$ cat src/rtl/i281_pkg.sv
// Shared encodings and default widths for the i281 run/step sequencer.
// Latency: n/a (package only).
// Backpressure: n/a (package only).
package i281_pkg;

  localparam int PC_W_DEF  = 6;   // 64-entry code memory
  localparam int CNT_W_DEF = 16;  // run-cycle counter / budget width

  // Sequencer state encodings (also driven out on the state port)
  localparam logic [1:0] RC_IDLE = 2'd0;
  localparam logic [1:0] RC_RUN  = 2'd1;
  localparam logic [1:0] RC_STEP = 2'd2;
  localparam logic [1:0] RC_HALT = 2'd3;

  // Halt cause encodings
  localparam logic [1:0] HC_NONE  = 2'd0;
  localparam logic [1:0] HC_STOP  = 2'd1;
  localparam logic [1:0] HC_BP    = 2'd2;
  localparam logic [1:0] HC_LIMIT = 2'd3;

  // RUN and STEP are the two states in which the CPU may be enabled
  function automatic logic is_active(input logic [1:0] st);
    return (st == RC_RUN) || (st == RC_STEP);
  endfunction

endpackage

$ cat src/rtl/i281_run_ctrl_if.sv
// Control/status bundle between board inputs, CPU and the run sequencer.
// Latency: n/a (wiring only).
// Backpressure: n/a (level and pulse signals, no handshake).
// master: board/CPU side drives requests, pc and breakpoint setup.
// slave : the sequencer consumes them and drives run/state/cause/count.
interface i281_run_ctrl_if #(
  parameter int PC_W  = 6,
  parameter int CNT_W = 16
);
  logic             start;
  logic             stop;
  logic             step;
  logic             clear;
  logic             instr_done;
  logic [PC_W-1:0]  pc;
  logic [PC_W-1:0]  bp_addr;
  logic             bp_valid;
  logic [CNT_W-1:0] cycle_limit;
  logic             run;
  logic [1:0]       state;
  logic [1:0]       halt_cause;
  logic [CNT_W-1:0] cycle_count;

  modport master (
    output start, stop, step, clear, instr_done, pc, bp_addr, bp_valid, cycle_limit,
    input  run, state, halt_cause, cycle_count
  );

  modport slave (
    input  start, stop, step, clear, instr_done, pc, bp_addr, bp_valid, cycle_limit,
    output run, state, halt_cause, cycle_count
  );
endinterface

$ cat src/rtl/i281_edge_detect.sv
// Registered rising-edge detector for a pushbutton level.
// Latency: pulse is combinational in the cycle the level first reads high.
// Backpressure: none; a held level yields exactly one pulse.
// Ports: clk_i, rst_ni (async active-low), d_i level in, rise_o pulse out.
module i281_edge_detect (
  input  logic clk_i,
  input  logic rst_ni,
  input  logic d_i,
  output logic rise_o
);

  logic d_q;

  always_ff @(posedge clk_i or negedge rst_ni) begin
    if (!rst_ni) begin
      d_q <= 1'b0;
    end else begin
      d_q <= d_i;
    end
  end

  assign rise_o = d_i & ~d_q;

endmodule

$ cat src/rtl/i281_run_ctrl.sv
// Run/step sequencer producing the single i281 CPU run enable.
// Latency: requests registered at one edge, run follows next cycle; breakpoint drops run same cycle.
// Backpressure: none; start/step ignored while running, stop ignored while idle/halted.
// Ports: clock, reset (async active-low), bus (slave modport of i281_run_ctrl_if).
// Build option: define I281_RUN_CTRL_BREAKPOINT_EN to include the PC breakpoint.
module i281_run_ctrl
  import i281_pkg::*;
#(
  parameter int PC_W  = PC_W_DEF,
  parameter int CNT_W = CNT_W_DEF
) (
  input logic           clock,
  input logic           reset,
  i281_run_ctrl_if.slave bus
);

  logic [1:0]       state_q, state_d;
  logic [1:0]       cause_q, cause_d;
  logic [CNT_W-1:0] cnt_q, cnt_d;
  logic [CNT_W:0]   cnt_inc;
  logic             step_pulse;
  logic             active;
  logic             bp_hit;
  logic             run;
  logic             limit_hit;

  i281_edge_detect u_step_edge (
    .clk_i  (clock),
    .rst_ni (reset),
    .d_i    (bus.step),
    .rise_o (step_pulse)
  );

  assign active = is_active(state_q);

`ifdef I281_RUN_CTRL_BREAKPOINT_EN
  // skip_q masks the compare for the first cycle after entering RUN/STEP so
  // that resuming at the breakpoint PC lets that instruction execute once.
  logic skip_q, skip_d;

  assign bp_hit = bus.bp_valid & (bus.pc == bus.bp_addr) & ~skip_q & active;
  assign skip_d = is_active(state_d) & ~active;

  always_ff @(posedge clock or negedge reset) begin
    if (!reset) begin
      skip_q <= 1'b0;
    end else begin
      skip_q <= skip_d;
    end
  end
`else
  logic unused_bp;

  assign bp_hit    = 1'b0;
  assign unused_bp = ^{bus.pc, bus.bp_addr, bus.bp_valid};
`endif

  // Combinational so a breakpoint blocks the matching instruction immediately
  assign run = active & ~bp_hit;

  // One bit wider so the budget compare still works once the counter saturates
  assign cnt_inc   = {1'b0, cnt_q} + {{CNT_W{1'b0}}, 1'b1};
  assign limit_hit = (bus.cycle_limit != '0) & run & (cnt_inc >= {1'b0, bus.cycle_limit});

  always_comb begin
    state_d = state_q;
    cause_d = cause_q;
    cnt_d   = cnt_q;

    if (run && !(&cnt_q)) begin
      cnt_d = cnt_inc[CNT_W-1:0];
    end

    if (bus.clear) begin
      state_d = RC_IDLE;
      cause_d = HC_NONE;
      cnt_d   = '0;
    end else if (bus.stop && active) begin
      state_d = RC_HALT;
      cause_d = HC_STOP;
    end else if (bp_hit) begin
      state_d = RC_HALT;
      cause_d = HC_BP;
    end else if (limit_hit) begin
      state_d = RC_HALT;
      cause_d = HC_LIMIT;
    end else if ((state_q == RC_STEP) && bus.instr_done && run) begin
      state_d = RC_HALT;
      cause_d = HC_NONE;
    end else if (!active && bus.start) begin
      state_d = RC_RUN;
      cause_d = HC_NONE;
    end else if (!active && step_pulse) begin
      state_d = RC_STEP;
      cause_d = HC_NONE;
    end
  end

  always_ff @(posedge clock or negedge reset) begin
    if (!reset) begin
      state_q <= RC_IDLE;
      cause_q <= HC_NONE;
      cnt_q   <= '0;
    end else begin
      state_q <= state_d;
      cause_q <= cause_d;
      cnt_q   <= cnt_d;
    end
  end

  assign bus.run         = run;
  assign bus.state       = state_q;
  assign bus.halt_cause  = cause_q;
  assign bus.cycle_count = cnt_q;

endmodule

$ cat src/flat_wrapper.sv
// flat-port wrapper written by rule: the top's interface ports become plain ports
module i281_run_ctrl_flat import i281_pkg::*;
#(
  parameter int PC_W  = PC_W_DEF,
  parameter int CNT_W = CNT_W_DEF
)
  (clock, reset, bus_start, bus_stop, bus_step, bus_clear, bus_instr_done, bus_pc, bus_bp_addr, bus_bp_valid, bus_cycle_limit, bus_run, bus_state, bus_halt_cause, bus_cycle_count);
  i281_run_ctrl_if #(.PC_W(PC_W), .CNT_W(CNT_W)) bus_i ();
  input logic clock;
  input logic reset;
  input wire logic [$bits(bus_i.start)-1:0] bus_start;
  input wire logic [$bits(bus_i.stop)-1:0] bus_stop;
  input wire logic [$bits(bus_i.step)-1:0] bus_step;
  input wire logic [$bits(bus_i.clear)-1:0] bus_clear;
  input wire logic [$bits(bus_i.instr_done)-1:0] bus_instr_done;
  input wire logic [$bits(bus_i.pc)-1:0] bus_pc;
  input wire logic [$bits(bus_i.bp_addr)-1:0] bus_bp_addr;
  input wire logic [$bits(bus_i.bp_valid)-1:0] bus_bp_valid;
  input wire logic [$bits(bus_i.cycle_limit)-1:0] bus_cycle_limit;
  output wire logic [$bits(bus_i.run)-1:0] bus_run;
  output wire logic [$bits(bus_i.state)-1:0] bus_state;
  output wire logic [$bits(bus_i.halt_cause)-1:0] bus_halt_cause;
  output wire logic [$bits(bus_i.cycle_count)-1:0] bus_cycle_count;
  assign bus_i.start = bus_start;
  assign bus_i.stop = bus_stop;
  assign bus_i.step = bus_step;
  assign bus_i.clear = bus_clear;
  assign bus_i.instr_done = bus_instr_done;
  assign bus_i.pc = bus_pc;
  assign bus_i.bp_addr = bus_bp_addr;
  assign bus_i.bp_valid = bus_bp_valid;
  assign bus_i.cycle_limit = bus_cycle_limit;
  assign bus_run = bus_i.run;
  assign bus_state = bus_i.state;
  assign bus_halt_cause = bus_i.halt_cause;
  assign bus_cycle_count = bus_i.cycle_count;
  i281_run_ctrl #(.PC_W(PC_W), .CNT_W(CNT_W)) u_core (.clock(clock), .reset(reset), .bus(bus_i));
endmodule
$ cat config.mk
export PLATFORM = sky130hd
export DESIGN_NAME = i281_run_ctrl_flat
export DESIGN_NICKNAME = d
export VERILOG_FILES = /design/src/rtl/i281_pkg.sv /design/src/rtl/i281_run_ctrl_if.sv /design/src/rtl/i281_edge_detect.sv /design/src/rtl/i281_run_ctrl.sv /design/src/flat_wrapper.sv
export SDC_FILE = /design/constraint.sdc
export NUM_CORES = 1
export LEC_CHECK = 0
export CORE_ASPECT_RATIO = 1.25
export CORE_UTILIZATION = 25
export CTS_CLUSTER_DIAMETER = 80
export CTS_CLUSTER_SIZE = 10
export DETAILED_ROUTE_END_ITERATION = 8
export PLACE_DENSITY = 0.52
export SYNTH_ARGS = -nofsm -noshare
export SYNTH_HDL_FRONTEND = slang
export SYNTH_HIERARCHICAL = 1
export SYNTH_SLANG_ARGS = --single-unit
$ cat constraint.sdc
create_clock -name clock -period 4.7 [get_ports clock]
set_clock_uncertainty 0.2 [all_clocks]
set_input_delay 0.94 -clock clock [delete_from_list [all_inputs] [get_ports clock]]
set_output_delay 0.94 -clock clock [all_outputs]
set_load 0.01 [all_outputs]
==> out/metrics.yaml <==
path_cells: "ha_1 -> nand4_2 -> nor4_1 -> xor2_1 -> ha_1 -> a21o_1 -> a21o_1 -> a211o_1 -> o31ai_1 -> o21ai_0"
grt_overflow_total: 0
post_cts_resized: 0
totalNegativeSetupSlack_ns: 0
period_minus_slack_ns: 3.39
drc_errors: 0
ctsHoldBuffers: 0
synth_area_um2: 1780
crit_type: "flip-flop to flip-flop"
grt_usage_pct: 13.1
routedWlPerCell_um: 13.3
rr_worst_depth: 10
p_leak_nw: 1.08
synth_nets: 255
drt_iter0_drc: 52
antenna_cells: 0
crit_path_top_delay_cell: "nor4_1"
rows: 34
p_per_area_nw_per_um2: 224
avgSynthCellArea_um2: 8.88
slowest_delay_ns: 0.48
grt_antenna_before_repair: 0
rsz0062_at_grt: "no"
routed_wl_um: 4430
die_h_um: 96.5
cts_root_buffer: "clkbuf_8"
stdcell_count: 333
hold-path-cell-count: 2
vias_per_cell: 4.65
grt_pass1_wl_um: 7530
cts-buffers-inserted: 3
gp_congestion: 0.722
max_freq_ghz: 0.295
clkSinkCount: 21
first_pass_iters: 4
yosys_most_used_dff: "dfrtp_1"
drive_above_1_share_pct: 5.35
finalSetupViolCount: 0
relSlewSlack_pct: 34.0
insertion_delay_ns: 0.26
ios: 57
synth.area.top_cells: "dfrtp_1 (29%), ha_1 (13%), xor2_1 (6.9%)"
nNetsFinal: 298
layout_setup_ws_ns: 1.31
tightest_slew_ns: 0.987
place_ws_ns: 1.24
end_kind: "flip-flop"
status: "finished, final reports clean"
ant_nets: 0
vias: 1549
ys_top_cells_by_count: "dfrtp_1 (21), inv_1 (21), ha_1 (18), nand2_1 (18), nor2_1 (16)"
place_area_um2: 2290
post_cts_buffers: 0
grt_start_max_net_pins: 23
finish.utilization_pct: 33.7
area_growth_syn_to_layout_pct: 31.0
io_buffers: 43
fillers: 750
drv_slew: 0
cp_max_fo: 5
cts_tree: "yes"
ys_seq_elements: 21
place_hpwl_um: 3500
clock_path_buffers: 2
clk_pin_slew_ns: 0.08
die_area_um2: 7480
arrival_ns: 3.30
hold_ws_ns: 0.398
synth_warnings: 6
yosysSeqAreaShare_pct: 29.5
yosys.area.top_type: "dfrtp_1"
maxCapViolCount: 0
ys_types: 42
synth-edff-count: 0
ir_drop_mv: 0.0845
synth_top_area_share_pct: 29.5
start_util_pct: 25.7
hold_class: "flip-flop to flip-flop"
netlist_instances: 201
period_share_pct: 72.1
h-tree-depth: 1
postSynth.asyncResetShare_pct: 100
cp-start-kind: "flip-flop"
regArea_um2: 526
cp.required_ns: 4.61
fin_area_um2: 2340
grt_pass1_vias: 1545
multiInputGateArea_um2: 1140
coreArea_um2: 6930
dp.cells: 329
die_w_um: 77.6
p_total_mw: 0.522
final_hold_viol_count: 0
==> placed cells by master, fill, tap and decap left out, types with 4 or more instances in the layout <==
cell	netlist	routed
clkdlybuf4s50_1	0	43
inv_1	21	21
dfrtp_1	21	21
nand2_1	18	18
ha_1	18	18
nor2_1	16	16
xor2_1	14	14
a21oi_1	12	12
xnor2_1	10	10
o21ai_0	8	8
nor4_1	6	6
nand3_1	5	5
or3_1	5	5
nand4_1	4	4
==> cell families (layout without fill, tap and decap cells) <==
group / after synthesis / count (layout) / share of synthesized area (%)
buffers and inverters: 26 / 68 / 6.38
AND/OR/NAND/NOR: 76 / 76 / 25.2
adder cells (fa/ha/maj): 18 / 18 / 12.6
AO/OA/AOI/OAI: 36 / 36 / 14.5
flip-flops: 21 / 21 / 29.5
XOR/XNOR: 24 / 24 / 11.8
==> layout make-up <==
class / instances / area share, %
multi-input combinational: 154 / 49.0
timing repair buffer: 43 / 18.4
sequential: 21 / 22.5
inverter: 21 / 3.37
tap: 90 / 4.82
clock buffer: 4 / 1.93
==> routing by layer <==
metal	wire length, um	track usage [%]
met1	2150	17.1
met2	2130	22.4
met3	107	1.78
met4	34	3.77
met5	0	0
==> sequential cells by signal, indices dropped and copies added, names as in the netlist <==
| register | flops |
|---|---|
| u_core/bus.halt_cause | 2 |
| u_core/u_step_edge/d_q | 1 |
| u_core/bus.cycle_count | 16 |
| u_core/bus.state | 2 |
==> report_power, final <==
part | leakage [nW] | switching [mW] | total (mW) | internal (mW)
clock | 0.0228 | 0.0618 | 0.122 | 0.0604
sequential | 0.286 | 0.0148 | 0.207 | 0.192
combinational | 0.775 | 0.101 | 0.193 | 0.0917
==> worst paths after layout <==
path | from | to | slack (ns)
max | u_core/bus.cycle_count[0]$_DFFE_PN0P_ | u_core/bus.halt_cause[0]$_DFFE_PN0P_ | 1.31
min | u_core/bus.cycle_count[1]$_DFFE_PN0P_ | u_core/bus.cycle_count[1]$_DFFE_PN0P_ | 0.40
max reg2reg | u_core/bus.cycle_count[0]$_DFFE_PN0P_ | u_core/bus.halt_cause[0]$_DFFE_PN0P_ | 1.31
min reg2reg | u_core/bus.cycle_count[1]$_DFFE_PN0P_ | u_core/bus.cycle_count[1]$_DFFE_PN0P_ | 0.40
max in group asynchronous | reset | u_core/bus.cycle_count[11]$_DFFE_PN0P_ | 2.68
min in group asynchronous | reset | u_core/bus.cycle_count[6]$_DFFE_PN0P_ | 1.02
==> worst max-delay path: cells and delay by family, from the launching register on <==
kind / cells / cell delay (ns)
AND/OR/NAND/NOR: 2 / 0.70
flip-flops: 1 / 0.45
AO/OA/AOI/OAI: 5 / 1.14
adder cells (fa/ha/maj): 2 / 0.55
XOR/XNOR: 1 / 0.19
No activity file was read; power rests on OpenSTA's default activity.
==> patch 1: new RTL, config.mk and constraints unchanged <==
Change the package constant `CNT_W_DEF` from 16 to 18.
--- a/src/rtl/i281_pkg.sv
+++ b/src/rtl/i281_pkg.sv
@@ -4,7 +4,7 @@
 package i281_pkg;
 
   localparam int PC_W_DEF  = 6;   // 64-entry code memory
-  localparam int CNT_W_DEF = 16;  // run-cycle counter / budget width
+  localparam int CNT_W_DEF = 18;  // run-cycle counter / budget width
 
   // Sequencer state encodings (also driven out on the state port)
   localparam logic [1:0] RC_IDLE = 2'd0;
Interface: changed (resized bus_cycle_count and bus_cycle_limit); port bits go from 57 to 61. The function was not compared with the original's and may differ.
==> patch 1 against the unedited design <==
Worst setup slack worse by 0.28 ns; total power up 15%; cell area up 7.8%; non-clock buffer count up 4; sequential cell count up 2; synthesized area up 7.7%; wire length up 6.7%; hold slack worse by 0.042 ns; critical path type unchanged; largest cell class unchanged.
==> patch 1: results (changes against the unedited design) <==
cells_and_area:
  multi_input_cells: 172  # +12%
  fill_cells: 789  # +5.2%
  inverters: 20  # -4.8%
  largest_register_ffs: 18  # +2
  multi_input_area_um2: 1240  # +8.0%
  drive_gt1_share_pct: 6.77  # +1.4 points
  clkCellAreaFrac_pct: 1.84  # -0.089 points
  nets: 325  # +9.1%
  final_core_util_pct: 34.0  # +0.33 points
placement:
  place_area_um2: 2470  # +7.9%
  gp_congestion: 0.741  # +2.7%
  hpwl_mm: 3.75  # +7.0%
  io_buffers: 47  # +9.3%
  pre_cts_ws_ns: 1.01  # -0.224 ns
worst_setup_path:
  cp.arrival_ns: 3.57  # +0.27 ns
  rr_worst_depth: 12  # +2
  max_stage_delay_ns: 0.65  # +0.17 ns
  r2r-end: "u_core/bus.state[1]"
  crit_slowest_cell: "o31ai_1"
synth:
  synth_compound_area_share_pct: 13.2  # -1.4 points
  synth_area_leaders: "dfrtp_1 30%, ha_1 13%, xor2_1 6.4%"
  synthesis.nets: 280  # +9.8%
  synthXorXnorAreaFrac_pct: 11.4  # -0.39 points
  synthTopCellsByCount: "23 x dfrtp_1, 22 x nand2_1, 20 x ha_1, 20 x inv_1, 19 x a21oi_1"
  synthAdderAreaFrac_pct: 13.0  # +0.40 points
sta:
  fmax_mhz: 273  # -7.5%
  maxSlewHeadroom_pct: 27.6  # -6.4 points
global_routing:
  grt_pass1_wl_mm: 7.96  # +5.7%
  grt_pass1_vias: 1694  # +9.6%
  grtUsageMet2_pct: 22.2  # -0.19 points
clock_tree:
  clock_sinks: 23  # +9.5%
detailed_routing:
  dr_wl_met3_um: 145  # +36%
  wl_met2_mm: 2.36  # +11%
  drt_iter0_drc: 57  # +9.6%
pwr:
  pwr-share-clk_pct: 21.5  # -1.9 points
  p_switching_uw: 218  # +22%
  pg_comb_uw: 241  # +25%
  power_leakage_uw: 0.00112  # +3.8%
hold_path:
  whs_endpoint: "u_core/bus.halt_cause[1]"
outcome:
  status: "completed"
-- patch 1: changes by cell type after synthesis, moves of 4 or more --
cell     unedited run  this run
o21ai_1             0         4
nand3_1             5        10
nand2_1            18        22
a21oi_1            12        19
-- patch 1: worst max path at each step --
stage | endpoint | depth (start not counted) | start
finish | u_core/bus.state[1] | 12 | u_core/bus.cycle_count[0]
global route | u_core/bus.state[1] | 12 | u_core/bus.cycle_count[3]
detailed placement | u_core/bus.state[1] | 12 | u_core/bus.cycle_count[0]
global placement | u_core/bus.state[1] | 12 | u_core/bus.cycle_count[0]
floorplan | u_core/bus.state[1] | 11 | u_core/bus.cycle_count[0]
CTS | u_core/bus.state[1] | 12 | u_core/bus.cycle_count[0]
-- patch 1: metrics by stage --
stage	hold WS, ns	std cells
3_5_place_dp	0.340	354
6_report	0.356	358
3_3_place_gp	0.343	354
4_1_cts	0.361	358
2_1_floorplan	0.363	222
5_1_grt	0.383	358
==> patch 2: new RTL, config.mk and constraints unchanged <==
Made on the original files. Add a define of `I281_RUN_CTRL_BREAKPOINT_EN`.
--- a/src/rtl/i281_run_ctrl.sv
+++ b/src/rtl/i281_run_ctrl.sv
@@ -3,6 +3,8 @@
 // Backpressure: none; start/step ignored while running, stop ignored while idle/halted.
 // Ports: clock, reset (async active-low), bus (slave modport of i281_run_ctrl_if).
 // Build option: define I281_RUN_CTRL_BREAKPOINT_EN to include the PC breakpoint.
+`define I281_RUN_CTRL_BREAKPOINT_EN
+
 module i281_run_ctrl
   import i281_pkg::*;
 #(
Behaviour: not the same (a bounded check fails within 4 cycles, from zero or initial values and one cycle with reset low).
==> patch 2 against the unedited design <==
First-iteration DRC count is 5.8% higher; non-clock buffer count is 14 higher; sequential cell count is 1 higher; synthesized area is 6.2% higher; sequential power is 14% higher; wire length is 7.2% higher; worst setup slack worse by 0.34 ns; largest cell class unchanged; total power is 35% higher; via count is 10% higher; critical endpoint is now bus_run; cell area is 12% higher.
==> patch 2: results (changes against the unedited design) <==
cells_and_area:
  nets: 325  # +9.1%
  final_core_util_pct: 35.4  # +1.7 points
  fill_cells: 775  # +3.3%
  multi_input_area_um2: 1240  # +8.3%
  drive_gt1_share_pct: 6.67  # +1.3 points
  bufAreaShareNonClock_pct: 21.8  # +3.4 points
  seq_share_pct: 21.1  # -1.4 points
  multi_input_cells: 166  # +7.8%
  signal_buffers: 57  # +33%
placement:
  pre_cts_ws_ns: 0.970  # -0.267 ns
  dp_cells: 358  # +8.8%
  hpwl_mm: 3.72  # +6.0%
  gp_congestion: 0.747  # +3.6%
synth:
  synthXorXnorAreaFrac_pct: 16.2  # +4.4 points
  synthAdderAreaFrac_pct: 11.9  # -0.74 points
  synth_area_leaders: "dfrtp_1 29%, ha_1 12%, xor2_1 12%"
  synth.avg_cell_area_um2: 8.86  # -0.21%
  ys_ff_latch: 22  # +4.8%
  seq_area_frac_synth_pct: 29.0  # -0.41 points
  synth_compound_area_share_pct: 10.3  # -4.2 points
  synth.distinct_cells: 40  # -4.8%
detailed_routing:
  dr_wl_met3_um: 190  # +78%
  wl_mm: 4.74  # +7.2%
  wl_met1_mm: 2.12  # -1.3%
  vias_per_cell: 4.72  # +1.5%
  wl_met2_mm: 2.35  # +10%
  routedWlPerCell_um: 13.1  # -1.4%
  drt_iter0_drc: 55  # +5.8%
sta:
  maxSlewHeadroom_pct: 30.2  # -3.8 points
worst_setup_path:
  cp.arrival_ns: 2.59  # -0.71 ns
  cp_max_fo: 2  # -3
global_routing:
  grtUsageMet3_pct: 1.10  # -0.68 points
  grt_pass1_vias: 1741  # +13%
  use_met1_pct: 15.4  # -1.6 points
  grt_pass1_wl_mm: 7.98  # +6.0%
  track_usage_pct: 12.9  # -0.18 points
pwr:
  ir_drop_mv: 0.173  # +100%
  power_leakage_uw: 0.00119  # +9.5%
outcome:
  status: "completed"
-- patch 2: worst paths after layout --
check	from	endpoint	slack [ns]	cells after the start
worst min register to register	u_core/bus.halt_cause[1]	u_core/bus.halt_cause[1]	0.32	2
max in group asynchronous	reset	u_core/bus.cycle_count[0]	2.64	1
worst max-delay path	bus_bp_addr[0]	bus_run	0.97	5
worst max register to register	u_core/bus.cycle_count[0]	u_core/bus.halt_cause[1]	1.12	12
worst min-delay path	u_core/bus.halt_cause[1]	u_core/bus.halt_cause[1]	0.32	2
min in group asynchronous	reset	u_core/bus.cycle_count[3]	1.04	1
-- patch 2: worst max-delay path, stage by stage --
cell and delay, ns:
clkdlybuf4s50_1 0.41, xor2_1 0.16, nor3_1 0.32, a41oi_2 0.23, clkdlybuf4s50_1 0.53
-- patch 2: where the power goes --
part	total [uW]	internal (uW)	switching, uW
sequential	235	210	25.3
combinational	327	150	177
clock	141	74.9	66.3
